==> config.mk <==
export PLATFORM = sky130hd
export DESIGN_NAME = alu_issue_arbiter
export DESIGN_NICKNAME = d
export VERILOG_FILES = /design/src/rtl/alu_pkg.sv /design/src/rtl/alu_issue_arbiter_rr_grant.sv /design/src/rtl/alu_issue_arbiter.sv
export SDC_FILE = /design/constraint.sdc
export NUM_CORES = 1
export LEC_CHECK = 0
export CAP_MARGIN = 25
export CORE_UTILIZATION = 40
export CTS_CLUSTER_SIZE = 24
export DETAILED_ROUTE_END_ITERATION = 6
export PLACE_DENSITY = 0.84
export RECOVER_POWER = 100
export SYNTH_ARGS = -nofsm -noshare
export SYNTH_HDL_FRONTEND = slang
export SYNTH_HIERARCHICAL = 1
export SYNTH_SLANG_ARGS = --single-unit
==> constraint.sdc <==
create_clock -name i_CLK -period 1.5 [get_ports i_CLK]
set_input_delay 0.3 -clock i_CLK [delete_from_list [all_inputs] [get_ports i_CLK]]
set_output_delay 0.3 -clock i_CLK [all_outputs]
set_load 0.01 [all_outputs]
==> src/rtl/alu_pkg.sv <==
// Shared definitions for the ALU issue arbiter and the control block.
// Holds the arbiter FSM states, default widths and ALU op-code constants.
package alu_pkg;

    typedef enum logic [1:0] {
        IDLE  = 2'd0,
        ISSUE = 2'd1,
        WAIT  = 2'd2
    } state_t;

    localparam int ALU_OPER_WIDTH = 2;
    localparam int ALU_ADDR_WIDTH = 5;

    localparam logic [ALU_OPER_WIDTH-1:0] ALU_OP_ADD = 2'b00;
    localparam logic [ALU_OPER_WIDTH-1:0] ALU_OP_SUB = 2'b01;
    localparam logic [ALU_OPER_WIDTH-1:0] ALU_OP_AND = 2'b10;
    localparam logic [ALU_OPER_WIDTH-1:0] ALU_OP_OR  = 2'b11;

endpackage

==> src/rtl/alu_issue_arbiter_rr_grant.sv <==
// Combinational round-robin one-hot picker.
// Ports: req (request vector), ptr (last winner), grant (one-hot winner).
module rr_grant
#(
    parameter int N_REQ = 2,
    parameter int PTR_W = $clog2(N_REQ)
)
(
    input  logic [N_REQ-1:0] req,
    input  logic [PTR_W-1:0] ptr,
    output logic [N_REQ-1:0] grant
);

    logic [PTR_W-1:0] idx;
    logic             found;

    // Search starts just after the last winner and wraps.
    always_comb begin
        grant = '0;
        found = 1'b0;
        idx   = '0;
        for (int i = 1; i <= N_REQ; i++) begin
            idx = PTR_W'((int'(ptr) + i) % N_REQ);
            if (!found && req[idx]) begin
                grant[idx] = 1'b1;
                found      = 1'b1;
            end
        end
    end

endmodule

==> src/rtl/alu_issue_arbiter.sv <==
// Round-robin issue arbiter sharing one ALU between N_REQ requesters,
// one operation in flight. Optional WAIT timeout: define ALU_TIMEOUT_EN.
// Ports: i_CLK, i_RSTn (async active-low); i_req_valid/o_req_ready
// request handshake with flattened i_req_oper/i_req_dest; o_req_done
// completion pulse; o_alu_valid/i_alu_ready ALU handshake with
// o_alu_oper/o_dest_addr; i_alu_done write-back pulse; o_busy; o_err.
module alu_issue_arbiter
    import alu_pkg::*;
#(
    parameter int N_REQ          = 2,
    parameter int ADDR_WIDTH     = ALU_ADDR_WIDTH,
    parameter int OPER_WIDTH     = ALU_OPER_WIDTH,
    parameter int TIMEOUT_CYCLES = 255
)
(
    input  logic                          i_CLK,
    input  logic                          i_RSTn,
    input  logic [N_REQ-1:0]              i_req_valid,
    output logic [N_REQ-1:0]              o_req_ready,
    input  logic [N_REQ*OPER_WIDTH-1:0]   i_req_oper,
    input  logic [N_REQ*ADDR_WIDTH-1:0]   i_req_dest,
    output logic [N_REQ-1:0]              o_req_done,
    output logic                          o_alu_valid,
    input  logic                          i_alu_ready,
    output logic [OPER_WIDTH-1:0]         o_alu_oper,
    output logic [ADDR_WIDTH-1:0]         o_dest_addr,
    input  logic                          i_alu_done,
    output logic                          o_busy,
    output logic                          o_err
);

    localparam int PTR_W = $clog2(N_REQ);

    if (N_REQ < 2 || N_REQ > 4 || TIMEOUT_CYCLES < 1) begin : g_bad_cfg
        $error("alu_issue_arbiter: unsupported parameter set");
    end

    state_t                 state;
    logic [PTR_W-1:0]       rr_ptr;
    logic [PTR_W-1:0]       owner;
    logic [N_REQ-1:0]       grant;
    logic [PTR_W-1:0]       gnt_idx;
    logic [OPER_WIDTH-1:0]  gnt_oper;
    logic [ADDR_WIDTH-1:0]  gnt_dest;
    logic [N_REQ-1:0]       owner_vec;

    rr_grant #(
        .N_REQ (N_REQ),
        .PTR_W (PTR_W)
    ) u_rr_grant (
        .req   (i_req_valid),
        .ptr   (rr_ptr),
        .grant (grant)
    );

    // Encode the one-hot winner and mux its payload slices.
    always_comb begin
        gnt_idx  = '0;
        gnt_oper = '0;
        gnt_dest = '0;
        for (int k = 0; k < N_REQ; k++) begin
            if (grant[k]) begin
                gnt_idx  = PTR_W'(k);
                gnt_oper = i_req_oper[k*OPER_WIDTH +: OPER_WIDTH];
                gnt_dest = i_req_dest[k*ADDR_WIDTH +: ADDR_WIDTH];
            end
        end
    end

    assign o_req_ready = (state == IDLE) ? grant : '0;
    assign o_busy      = (state != IDLE);
    assign owner_vec   = {{(N_REQ-1){1'b0}}, 1'b1} << owner;

`ifdef ALU_TIMEOUT_EN
    localparam int CNT_RAW = $clog2(TIMEOUT_CYCLES + 1);
    localparam int CNT_W   = (CNT_RAW < 8) ? 8 : CNT_RAW;

    logic [CNT_W-1:0] to_cnt;
    logic             err_q;

    assign o_err = err_q;

    always_ff @(posedge i_CLK or negedge i_RSTn) begin
        if (!i_RSTn) begin
            state       <= IDLE;
            rr_ptr      <= PTR_W'(N_REQ - 1);
            owner       <= '0;
            o_alu_valid <= 1'b0;
            o_alu_oper  <= '0;
            o_dest_addr <= '0;
            o_req_done  <= '0;
            to_cnt      <= '0;
            err_q       <= 1'b0;
        end else begin
            o_req_done <= '0;
            err_q      <= 1'b0;
            unique case (state)
                IDLE: begin
                    if (|grant) begin
                        owner       <= gnt_idx;
                        o_alu_oper  <= gnt_oper;
                        o_dest_addr <= gnt_dest;
                        o_alu_valid <= 1'b1;
                        state       <= ISSUE;
                    end
                end
                ISSUE: begin
                    if (i_alu_ready) begin
                        o_alu_valid <= 1'b0;
                        to_cnt      <= '0;
                        if (i_alu_done) begin
                            o_req_done <= owner_vec;
                            rr_ptr     <= owner;
                            state      <= IDLE;
                        end else begin
                            state <= WAIT;
                        end
                    end
                end
                WAIT: begin
                    // The count is compared before increment, so the
                    // abort lands on the TIMEOUT_CYCLES-th WAIT edge.
                    if (i_alu_done) begin
                        o_req_done <= owner_vec;
                        rr_ptr     <= owner;
                        state      <= IDLE;
                    end else if (to_cnt == CNT_W'(TIMEOUT_CYCLES - 1)) begin
                        o_req_done <= owner_vec;
                        err_q      <= 1'b1;
                        rr_ptr     <= owner;
                        state      <= IDLE;
                    end else begin
                        to_cnt <= to_cnt + 1'b1;
                    end
                end
                default: state <= IDLE;
            endcase
        end
    end
`else
    assign o_err = 1'b0;

    always_ff @(posedge i_CLK or negedge i_RSTn) begin
        if (!i_RSTn) begin
            state       <= IDLE;
            rr_ptr      <= PTR_W'(N_REQ - 1);
            owner       <= '0;
            o_alu_valid <= 1'b0;
            o_alu_oper  <= '0;
            o_dest_addr <= '0;
            o_req_done  <= '0;
        end else begin
            o_req_done <= '0;
            unique case (state)
                IDLE: begin
                    if (|grant) begin
                        owner       <= gnt_idx;
                        o_alu_oper  <= gnt_oper;
                        o_dest_addr <= gnt_dest;
                        o_alu_valid <= 1'b1;
                        state       <= ISSUE;
                    end
                end
                ISSUE: begin
                    if (i_alu_ready) begin
                        o_alu_valid <= 1'b0;
                        if (i_alu_done) begin
                            o_req_done <= owner_vec;
                            rr_ptr     <= owner;
                            state      <= IDLE;
                        end else begin
                            state <= WAIT;
                        end
                    end
                end
                WAIT: begin
                    if (i_alu_done) begin
                        o_req_done <= owner_vec;
                        rr_ptr     <= owner;
                        state      <= IDLE;
                    end
                end
                default: state <= IDLE;
            endcase
        end
    end
`endif

endmodule

==> reports/results.tsv <==
metric	value	unit
synth_flop_cell	dfrtp_1	
cts_hold_buf	0	
ant_nets	0	
cp.required	1200	ps
wl_per_cell	13.5	um
startpoint	rr_ptr	
root_buffer	clkbuf_4	
diodes	0	
initial_core_util	0.428	
grt_max_degree	13	
finalNonFillerCells	143	
critPathKind	flop to primary output	
cts_tree	done	
vias	693	
synth_common_cells	dfrtp_1, o21ai_1, a22oi_1, nand2_1, inv_1	
yosysMostFrequentCell	dfrtp_1	
yosys.area.top_type	dfrtp_1	
final.min_clock_period	1580	ps
timing.final.hold_violations	0	
ys_warn_count	6	
overflow	0	
fp.dieW	45.0	um
clockPowerShare	0.121	
cts_num_sinks	14	
synth_seq_cells	14	
end_kind	primary output	
core_area	0.00173	sq mm
hpwl	1.41	mm
synth_top_area_share	0.440	
drv_cap	0	
rsz0062_at_grt	yes	
fin_skew	6.99	ps
first_iter_violations	10	
ys_types	28	
cp.arrival	1280	ps
async_flop_share	1.00	
grt_use_total	0.216	
r2r_cells	7	
antenna_found_initial	0	
seq_area_frac_synth	0.475	
clk_latency	280	ps
dp_cells	136	
worst_r2r_startpoint	rr_ptr	
via_per_inst	4.85	
gp_congestion	0.833	
clockBufferDepth	2	
finalCritPeriodShare	1.06	
yosys-top-cells-area	dfrtp_1, a22oi_1, o21ai_1, ha_1, dfstp_2	
final_max_slew_viol_count	0	
cts_buffers	3	
peakVddDrop	1.12	mV
status	finished, violations left	
worst_slack	-84.9	ps
crit_fanout	2	
switchingPower	814	uW
start_kind	flop	
syn_nets	96	
drive_above_1_share	0.314	
leakage	0.557	nW
syn_to_final_growth	68.5	%
grt_pass1_vias	665	
clk_pin_slew	90	ps
ios	34	
power-per-cell-area	1790	mW/mm^2
setup_viol	11	
die_y	45.0	um
grt_pass1_wl	3.08	mm
first_pass_iters	4	
wl	1.94	mm
intPower	1.42	mW
n_fill_cell	131	
nets	142	
p_total	2.23	mW
syn_area	739	sq um
io_buffers	32	
syn_area_per_cell	10.1	sq um
p_seq_frac	0.289	
drc	0	
std_cell_rows	15	
syn_inst	73	
min_path_type	primary input to async pin	
die-area	0.00202	sq mm
htreeDepth	1	
swShare	0.365	
timing.fmax	0.631	GHz
violations	setup timing	
p_comb_frac	0.589	
synth-edff-count	0	
==> flip-flops by register name, indices dropped and copies added, names as in the netlist <==
register	flops
o_dest_addr	5
o_alu_oper	2
o_req_done	2
state	2
o_alu_valid	1
owner	1
rr_ptr	1
==> layout make-up <==
type | instances | area [sq um] | area share
clock buffer | 4 | 36.3 | 0.0291
inverter | 6 | 22.5 | 0.0181
multi-input combinational | 50 | 393 | 0.315
sequential | 14 | 352 | 0.282
tap | 25 | 31.3 | 0.0251
timing repair buffer | 44 | 412 | 0.330
==> power by group through the flow <==
stage | logic [mW] | clock network [mW] | registers (mW)
after floorplan | 0.521 | 0 | 0.694
after global placement | 1.13 | 0 | 0.643
after detailed placement | 1.18 | 0 | 0.651
after CTS | 1.25 | 0.279 | 0.654
after global routing | 1.44 | 0.290 | 0.665
final | 1.32 | 0.271 | 0.646
==> routing by layer <==
layer  track usage  vias to the layer above  share of wire
met1         0.261                      331           0.44
met3        0.0360                        2          0.036
met4        0.0909                        0         0.0072
met2         0.377                       18           0.52
met5             0                        -              0
li1              -                      342              -
==> path summary, 6_finish.rpt <==
| kind | slack (ps) | to |
|---|---|---|
| min in group i_CLK | 480 | o_req_done[0] |
| max | -80 | o_req_ready[0] |
| min reg2reg | 480 | o_req_done[0] |
| max in group asynchronous | 500 | o_dest_addr[0] |
| min | 370 | o_alu_valid |
| max reg2reg | -50 | o_dest_addr[1] |
==> through the flow <==
step / hold WS, ps / instance area, sq um / TNS (ps) / utilization / setup slack, ps
2_1_floorplan: 4.41 / 739 / 0 / - / 71.7
3_3_place_gp: 448 / 1140 / -4480 / 0.659 / -481
3_5_place_dp: 455 / 1140 / -5470 / 0.659 / -581
4_1_cts: 294 / 1200 / -103 / 0.697 / -103
5_1_grt: 391 / 1250 / -1210 / 0.722 / -137
6_report: 369 / 1250 / -394 / 0.722 / -84.9
==> worst max-delay path, cell delays in order (launching register included) <==
cell and delay, ps:
dfstp_2 550, inv_2 40, a21boi_2 150, and2_4 170
buf_6 90
==> placed cells by master, fill, tap and decap left out, types with 2 or more instances in the layout <==
cell,Yosys,final
inv_2,0,4
o21ai_2,1,2
inv_1,5,2
a22oi_1,7,7
dfrtp_1,13,13
clkdlybuf4s50_1,0,20
nor2b_1,4,3
nor2_1,2,2
buf_6,0,4
a21boi_2,0,2
dlygate4sd2_1,0,2
o21ai_0,3,2
clkbuf_4,0,3
nand2_1,7,7
and2_4,1,3
buf_4,2,9
clkdlybuf4s25_1,0,5
o21ai_1,8,8
==> what timing repair did <==
action	in CTS	in global routing
gates resized for setup	29	13
pin swaps	6	4
buffers inserted	0	3
setup endpoints to repair	13	19
==> cell families after synthesis <==
| kind of cell | count (synthesis) | synth area share |
|---|---|---|
| simple gates | 19 | 0.157 |
| fa+ha+maj | 3 | 0.0508 |
| buf+inv | 9 | 0.0575 |
| flops | 14 | 0.475 |
| compound gates | 25 | 0.220 |
| mux | 2 | 0.0338 |
| other cells | 1 | 0.00507 |
Power figures use the tool's default switching activity.
